**src/rtl/vga_scan_controller.sv**
```systemverilog
// Pixel scan sequencer: divides the system clock to pixel rate and walks horizontal and
// vertical timing FSMs, producing registered x/y, active, sync and start pulses.
module vga_scan_controller #(
   parameter int unsigned CLK_DIV  = 2,
   parameter int unsigned H_ACTIVE = 640,
   parameter int unsigned H_FP     = 16,
   parameter int unsigned H_SYNC   = 96,
   parameter int unsigned H_BP     = 48,
   parameter int unsigned V_ACTIVE = 480,
   parameter int unsigned V_FP     = 10,
   parameter int unsigned V_SYNC   = 2,
   parameter int unsigned V_BP     = 33,
   parameter logic        SYNC_POL = 1'b0
) (
   input  logic                        clock,
   input  logic                        reset_n,
   input  logic                        enable,
   output logic                        pixel_tick,
   output logic [$clog2(H_ACTIVE)-1:0] x,
   output logic [$clog2(V_ACTIVE)-1:0] y,
   output logic                        active,
   output logic                        hsync,
   output logic                        vsync,
   output logic                        line_start,
   output logic                        frame_start
);

   localparam int unsigned XW      = $clog2(H_ACTIVE);
   localparam int unsigned YW      = $clog2(V_ACTIVE);
   localparam int unsigned H_TOTAL = H_ACTIVE + H_FP + H_SYNC + H_BP;
   localparam int unsigned V_TOTAL = V_ACTIVE + V_FP + V_SYNC + V_BP;
   localparam int unsigned HCW     = $clog2(H_TOTAL);
   localparam int unsigned VCW     = $clog2(V_TOTAL);
   localparam int unsigned DW      = (CLK_DIV > 1) ? $clog2(CLK_DIV) : 1;

   localparam logic [DW-1:0]  DIV_LAST   = DW'(CLK_DIV - 1);
   localparam logic [HCW-1:0] H_ACT_LAST = HCW'(H_ACTIVE - 1);
   localparam logic [HCW-1:0] H_FP_LAST  = HCW'(H_FP - 1);
   localparam logic [HCW-1:0] H_SY_LAST  = HCW'(H_SYNC - 1);
   localparam logic [HCW-1:0] H_BP_LAST  = HCW'(H_BP - 1);
   localparam logic [VCW-1:0] V_ACT_LAST = VCW'(V_ACTIVE - 1);
   localparam logic [VCW-1:0] V_FP_LAST  = VCW'(V_FP - 1);
   localparam logic [VCW-1:0] V_SY_LAST  = VCW'(V_SYNC - 1);
   localparam logic [VCW-1:0] V_BP_LAST  = VCW'(V_BP - 1);

   // Shared phase encoding for both the horizontal and vertical FSMs.
   localparam logic [1:0] ST_ACT  = 2'd0;
   localparam logic [1:0] ST_FP   = 2'd1;
   localparam logic [1:0] ST_SYNC = 2'd2;
   localparam logic [1:0] ST_BP   = 2'd3;

   if (CLK_DIV == 0 || H_FP == 0 || H_SYNC == 0 || H_BP == 0 ||
       V_FP == 0 || V_SYNC == 0 || V_BP == 0 || H_ACTIVE < 2 || V_ACTIVE < 2)
   begin : g_param_check
      $error("vga_scan_controller: CLK_DIV, porch and sync lengths must be nonzero");
   end

   function automatic logic [1:0] next_phase(input logic [1:0] s);
      logic [1:0] n;
      case (s)
         ST_ACT:  n = ST_FP;
         ST_FP:   n = ST_SYNC;
         ST_SYNC: n = ST_BP;
         default: n = ST_ACT;
      endcase
      return n;
   endfunction

   logic [DW-1:0]  div_q, div_d;
   logic           tick;
   logic [1:0]     h_state_q, h_state_d, v_state_q, v_state_d;
   logic [HCW-1:0] h_cnt_q, h_cnt_d, h_last;
   logic [VCW-1:0] v_cnt_q, v_cnt_d, v_last;
   logic           h_end, v_end, line_end, frame_wrap;
   logic [XW-1:0]  x_d;
   logic [YW-1:0]  y_d;
   logic           active_d, hsync_d, vsync_d;

   always_comb begin
      tick  = enable && (div_q == DIV_LAST);
      div_d = div_q;
      if (enable) begin
         div_d = (div_q == DIV_LAST) ? '0 : div_q + DW'(1);
      end
   end

   always_comb begin
      case (h_state_q)
         ST_ACT:  h_last = H_ACT_LAST;
         ST_FP:   h_last = H_FP_LAST;
         ST_SYNC: h_last = H_SY_LAST;
         default: h_last = H_BP_LAST;
      endcase
      h_end     = (h_cnt_q == h_last);
      h_state_d = h_state_q;
      h_cnt_d   = h_cnt_q;
      if (tick) begin
         if (h_end) begin
            h_cnt_d   = '0;
            h_state_d = next_phase(h_state_q);
         end else begin
            h_cnt_d = h_cnt_q + HCW'(1);
         end
      end
      line_end = tick && h_end && (h_state_q == ST_BP);
   end

   // Vertical FSM advances once per line, on the tick that leaves horizontal back porch.
   always_comb begin
      case (v_state_q)
         ST_ACT:  v_last = V_ACT_LAST;
         ST_FP:   v_last = V_FP_LAST;
         ST_SYNC: v_last = V_SY_LAST;
         default: v_last = V_BP_LAST;
      endcase
      v_end     = (v_cnt_q == v_last);
      v_state_d = v_state_q;
      v_cnt_d   = v_cnt_q;
      if (line_end) begin
         if (v_end) begin
            v_cnt_d   = '0;
            v_state_d = next_phase(v_state_q);
         end else begin
            v_cnt_d = v_cnt_q + VCW'(1);
         end
      end
      frame_wrap = line_end && v_end && (v_state_q == ST_BP);
   end

   always_comb begin
      active_d = (h_state_d == ST_ACT) && (v_state_d == ST_ACT);
      x_d      = (h_state_d == ST_ACT) ? h_cnt_d[XW-1:0] : '0;
      y_d      = (v_state_d == ST_ACT) ? v_cnt_d[YW-1:0] : '0;
      hsync_d  = (h_state_d == ST_SYNC) ? SYNC_POL : ~SYNC_POL;
      vsync_d  = (v_state_d == ST_SYNC) ? SYNC_POL : ~SYNC_POL;
   end

   // Reset parks both FSMs on their last back-porch slot so the first tick lands on (0,0).
   always_ff @(posedge clock or negedge reset_n) begin
      if (!reset_n) begin
         div_q     <= '0;
         h_state_q <= ST_BP;
         h_cnt_q   <= H_BP_LAST;
         v_state_q <= ST_BP;
         v_cnt_q   <= V_BP_LAST;
      end else begin
         div_q     <= div_d;
         h_state_q <= h_state_d;
         h_cnt_q   <= h_cnt_d;
         v_state_q <= v_state_d;
         v_cnt_q   <= v_cnt_d;
      end
   end

   always_ff @(posedge clock or negedge reset_n) begin
      if (!reset_n) begin
         pixel_tick  <= 1'b0;
         line_start  <= 1'b0;
         frame_start <= 1'b0;
         x           <= '0;
         y           <= '0;
         active      <= 1'b0;
         hsync       <= ~SYNC_POL;
         vsync       <= ~SYNC_POL;
      end else begin
         pixel_tick  <= tick;
         line_start  <= line_end;
         frame_start <= frame_wrap;
         if (tick) begin
            x      <= x_d;
            y      <= y_d;
            active <= active_d;
            hsync  <= hsync_d;
            vsync  <= vsync_d;
         end
      end
   end

endmodule

```
**config.mk**
```make
export PLATFORM = sky130hd
export DESIGN_NAME = vga_scan_controller
export DESIGN_NICKNAME = d
export VERILOG_FILES = /design/src/rtl/vga_scan_controller.sv
export SDC_FILE = /design/constraint.sdc
export NUM_CORES = 1
export LEC_CHECK = 0
export ABC_AREA = 1
export BUFFER_PORTS_ARGS = -buffer_cell sky130_fd_sc_hd__buf_2
export CAP_MARGIN = 0
export CORE_ASPECT_RATIO = 0.5
export CORE_UTILIZATION = 50
export CTS_CLUSTER_DIAMETER = 200
export CTS_CLUSTER_SIZE = 40
export DETAILED_ROUTE_END_ITERATION = 10
export GPL_TIMING_DRIVEN = 0
export PLACE_DENSITY = 0.69
export SLEW_MARGIN = 25
export SYNTH_ARGS = -nofsm -noshare
export SYNTH_HDL_FRONTEND = slang
export SYNTH_SLANG_ARGS = --single-unit
```
**constraint.sdc**
```tcl
create_clock -name clock -period 3 [get_ports clock]
set_input_delay 0 -clock clock [delete_from_list [all_inputs] [get_ports clock]]
set_output_delay 0 -clock clock [all_outputs]
set_load 0.03 [all_outputs]
```
Word-level counts from Yosys, hierarchy flattened
Index checks and enable logic that the tools add are counted.

Add/sub/neg operators: 3. Equality and inequality tests: 10. Muxes and demuxes: 17. Reduce and logical (&&, ||, !) cells: 10.

Operator list (number): 10-bit two-way mux (4); 10-bit case mux with 3 select lines (1); 9-bit case mux with 3 select lines (1); 10-bit by 1-bit adder with 10-bit output (second input constant) (2); 9-bit two-way mux (2); 2-bit == test (second input constant) (6); 2-bit case mux with 3 select lines (2); 10-bit == test (1); 10-bit by 9-bit == test with 1-bit output (1); 2-bit zero test (4); 2-bit two-way mux (4); 1-bit logical AND (6); 2-bit by 1-bit == test with 1-bit output (second input constant) (2); 1-bit two-way mux (3); 1-bit adder (second input constant) (1).

Bits in registers: 50. Input bits: 3. Word-level logic and storage cells: 54.

Logic depth before layout (Yosys ltp)
Depth in word-level cells: 8. Depth in mapped cells: 15. Mapped depth without buffers: 15.

Worst setup path after synthesis
OpenSTA, ideal clock, no wires.

Kind: reg2reg. From: register h_state_q[0]. To: register y[0]. Cell stages (with the launch flop): 15. Arrival time: 1.982 ns. Path slack: 0.901 ns. Clock period less this slack: 2.099 ns. Path through: dfstp_2 inv_1 ha_1 nand2_1 nand2_1 nor2_4 nand4_4 nor2_8 nand2_4 nand2_2 nand2_4 nand2_2 inv_2 nand2_1 nand2_1.

Cells in the longest elaborated chain, start to end: 8. Elaborated cells on any way between the ends: 12. Classes of those cells: eq/ne: 4; mux: 4; reduce/logical: 4.

RTL lines: from (decl) (RTL line 71) `logic [1:0] h_state_q, h_state_d, v_state_q, v_state_d;`; from (signal assigned) (RTL line 148) `h_state_q <= h_state_d;`; 2-bit == test (tied with other cells) (RTL line 88) `case (h_state_q)`; 10-bit case mux with 3 select lines (RTL line 88); 10-bit == test (RTL line 94) `h_end = (h_cnt_q == h_last);`; 1-bit logical AND (RTL line 105) `line_end = tick && h_end && (h_state_q == ST_BP);`; 1-bit logical AND (*) (RTL line 105); via line_end (RTL line 74) `logic h_end, v_end, line_end, frame_wrap;`; 2-bit two-way mux (RTL line 119) `if (line_end) begin`; 2-bit zero test (RTL line 133) `y_d = (v_state_d == ST_ACT) ? v_cnt_d[YW-1:0] : '0;`; 9-bit two-way mux (*) (RTL line 133); to (signal assigned) (RTL line 171) `y <= y_d;`; to (decl) (RTL line 20) `output logic [$clog2(V_ACTIVE)-1:0] y,`.

Mark *: on every way through the listed nets, which the timed path passes. The rest lies on a longest branch. A chain may end at the register's enable or synchronous reset.

Final worst setup path
Ends and elaborated chain as after synthesis.

==> impl_metrics.json <==
{
  "clock_tree_from_tritoncts": "built",
  "largest_net_degree_at_the_start_of_global_routing": 51,
  "synthesis.nets": 382,
  "r2r_slack_ps": 550,
  "floorplan.rows": 19,
  "synth.distinct_cells": 36,
  "synthCells": 369,
  "floorplan.die.height_um": 55.6,
  "layout_worst_path_cycle_share": 0.815,
  "setup_violations_final": 0,
  "drtIter0Drc": 180,
  "finalNetCount": 418,
  "timing.reg2reg.worst_path_depth": 15,
  "max_stage_delay_ps": 600,
  "worstPathArrival_ps": 2630,
  "synth.cell_area_sq_um": 2880,
  "wl_mm": 6.38,
  "half_perimeter_wire_length_of_the_detailed_placement_result_mm": 4.70,
  "synthDominantAreaCellType": "sky130_fd_sc_hd__dfrtp_1",
  "layout.cells.most_common_list": "sky130_fd_sc_hd__nand2_1 (115), sky130_fd_sc_hd__inv_1 (41), sky130_fd_sc_hd__dfrtp_1 (38)",
  "core_region_area_sq_um": 5520,
  "power_mw": 1.84,
  "worst_r2r_endpoint": "y[0]$_DFFE_PN0P_",
  "timing.max_slew.rel_slack": 0.587,
  "setup_tns_ps": 0,
  "crit_path_frequent_cell": "sky130_fd_sc_hd__nand2_1",
  "drt.antenna.violating_nets": 0,
  "die_w_um": 109,
  "crit_path_start_kind": "register",
  "drtPass1Iterations": 4,
  "numPortBuffers": 27,
  "final-max-slew-violation-count": 0,
  "clock_path_buffers": 2,
  "path_buf_inv": 3,
  "clk_pin_slew_ps": 60,
  "place_area_sq_um": 3100,
  "first_global_vias": 2376,
  "timing.critical_path.from": "h_state_q[0]$_DFF_PN1_",
  "groute.usage.overall": 0.238,
  "hold_viol": 0,
  "worst_r2r_startpoint": "h_state_q[0]$_DFF_PN1_",
  "boundaryPins": 28,
  "ys.warnings.count": 0,
  "post_cts_resize_count": 0,
  "fmaxAchievable_mhz": 409,
  "post_drt_via_cell_ratio": 5.26,
  "grt_remaining_overflow": 0,
  "final_layout_size_suffix_gt1_frac": 0.190,
  "post_synth.cell_area_avg_sq_um": 7.79,
  "status": "completed",
  "rsz0062_at_grt": "false",
  "criticalPathCategory": "reg2reg",
  "synth_top_area_share": 0.331,
  "synth_area_leaders": "sky130_fd_sc_hd__dfrtp_1 (33%), sky130_fd_sc_hd__nand2_1 (15%), sky130_fd_sc_hd__dfstp_2 (11%)",
  "tightest_slew_ps": 620,
  "final.setup_skew_ps": 4.68,
  "layout_commonest_cell": "sky130_fd_sc_hd__nand2_1",
  "crit_path_cell_trace": "inv_1 -> ha_1 -> inv_1 -> nand2_1 -> nand2_1 -> nor2_4 -> nand4_4 -> nor2_8 -> nand2_4 -> nand2_2 -> nand2_4 -> nand2_2 -> inv_2 -> nand2_1 -> nand2_1",
  "clkSinkCount": 50,
  "floorplan.initialDensity": 0.521,
  "design_area_sq_um": 3260,
  "power.density_cell_area_nw_per_um2": 566,
  "synthToLayoutAreaGrowth_pct": 13.4,
  "cp-end-kind": "register",
  "timing.final.crit_period_ps": 2450,
  "synth-seq-area-share": 0.440,
  "antenna_found_initial": 0,
  "cts_hold_buf": 2,
  "drc": 0,
  "irDropWorstVdd_mv": 0.525,
  "cts_buffers": 5,
  "total_leakage_power_nw": 1.74,
  "dieArea_sq_um": 6080,
  "nFillCells": 525,
  "grt_pass1_wl_mm": 11.1,
  "post_cts.repair.setup_buffers": 0,
  "critical_path.slowest_cell": "sky130_fd_sc_hd__dfstp_2",
  "clock_insertion_delay_worst_skew_ps": 290,
  "path_max_fanout": 10,
  "postSynthRegisterBits": 50,
  "fin_hold_ws_ps": 267,
  "critical_path_cell_count": 15,
  "cts.root.buffer_cell": "sky130_fd_sc_hd__clkbuf_16",
  "antennaDiodeCount": 0,
  "routed_wire_length_per_instance_um": 13.4,
  "routabilityCongestion": 0.946,
  "route.vias.total": 2516,
  "timing.critical_path.max_delay_family": "simple AND/OR/NAND/NOR gates",
  "htreeDepth": 2,
  "min-delay-path-class": "in2async",
  "crit_required_ps": 3180,
  "maxCapViolations": 0,
  "crit_path_end": "y[0]$_DFFE_PN0P_"
}
report_power, final:
group | leakage, nW | internal, mW | switching (mW)
Combinational | 1.07 | 0.128 | 0.307
Sequential | 0.610 | 0.796 | 0.0742
Clock | 0.0629 | 0.305 | 0.235
logic make-up after synthesis:
kind of cell,count (synthesis),synth area share
compound gates,36,0.0670
simple gates,210,0.351
fa+ha+maj,10,0.0435
flops,50,0.440
xor+xnor,8,0.0244
buf+inv,55,0.0740
metrics by stage:
stage	utilization	std cells	setup slack, ps
after floorplan	-	369	901
after global placement	0.562	469	669
after detailed placement	0.563	469	607
after CTS	0.591	478	562
after global routing	0.591	478	290
final	0.591	478	554
layout make-up:
type | instances | area, sq um | area share
Clock inverter | 1 | 7.51 | 0.00230
Timing Repair Buffer | 29 | 158 | 0.0483
Multi-Input combinational cell | 264 | 1400 | 0.428
Tap cell | 73 | 91.3 | 0.0280
Sequential cell | 50 | 1270 | 0.388
Buffer | 8 | 36.3 | 0.0111
Inverter | 47 | 176 | 0.0541
Clock buffer | 6 | 129 | 0.0395
registers in the layout, indices dropped and copies added (netlist names), 2 cells and up:
| name | flops |
|---|---|
| y | 9 |
| v_state_q | 2 |
| h_cnt_q | 10 |
| x | 10 |
| v_cnt_q | 10 |
| h_state_q | 2 |
worst reg2reg max path, stage by stage (launching register included):
cell and delay, ps:
sky130_fd_sc_hd__dfstp_2 600, sky130_fd_sc_hd__inv_1 120, sky130_fd_sc_hd__ha_1 320, sky130_fd_sc_hd__inv_1 60, sky130_fd_sc_hd__nand2_1 80, sky130_fd_sc_hd__nand2_1 100, sky130_fd_sc_hd__nor2_4 140, sky130_fd_sc_hd__nand4_4 170
sky130_fd_sc_hd__nor2_8 220, sky130_fd_sc_hd__nand2_4 100, sky130_fd_sc_hd__nand2_2 90, sky130_fd_sc_hd__nand2_4 90, sky130_fd_sc_hd__nand2_2 130, sky130_fd_sc_hd__inv_2 30, sky130_fd_sc_hd__nand2_1 40, sky130_fd_sc_hd__nand2_1 40
cell usage after synthesis (all sizes together):
library cell / n
nand2: 120
nand4: 18
and2: 1
o21bai: 1
ha: 10
clkinv: 1
and3: 1
nor3b: 1
nor4: 2
nor3: 3
a21oi: 4
clkbuf: 2
nand3: 27
dfrtp: 38
buf: 6
a31oi: 2
xor2: 6
inv: 46
xnor2: 2
o21ai: 29
dfstp: 12
nor2: 37
how the worst min path moves through the flow:
stage | startpoint | endpoint | slack (ps) | cells after the start
finish | reset_n | v_cnt_q[7]$_DFF_PN0_ | 270 | 2
global placement | reset_n | v_cnt_q[9]$_DFFE_PN0N_ | 250 | 1
CTS | reset_n | frame_start$_DFF_PN0_ | 300 | 2
floorplan | reset_n | active$_DFFE_PN0P_ | -300 | 0
global route | reset_n | v_cnt_q[7]$_DFF_PN0_ | 350 | 2
detailed placement | reset_n | frame_start$_DFF_PN0_ | 60 | 1
metal layers:
layer  vias to the layer above  track usage  routed length, um
li1                       1254            -                  -
met2                        57        0.379               3020
met1                      1197        0.334               3000
met5                         -            0                  0
met3                         8       0.0539                289
met4                         0       0.0533                 75
(Power assumes the default switching activity.)
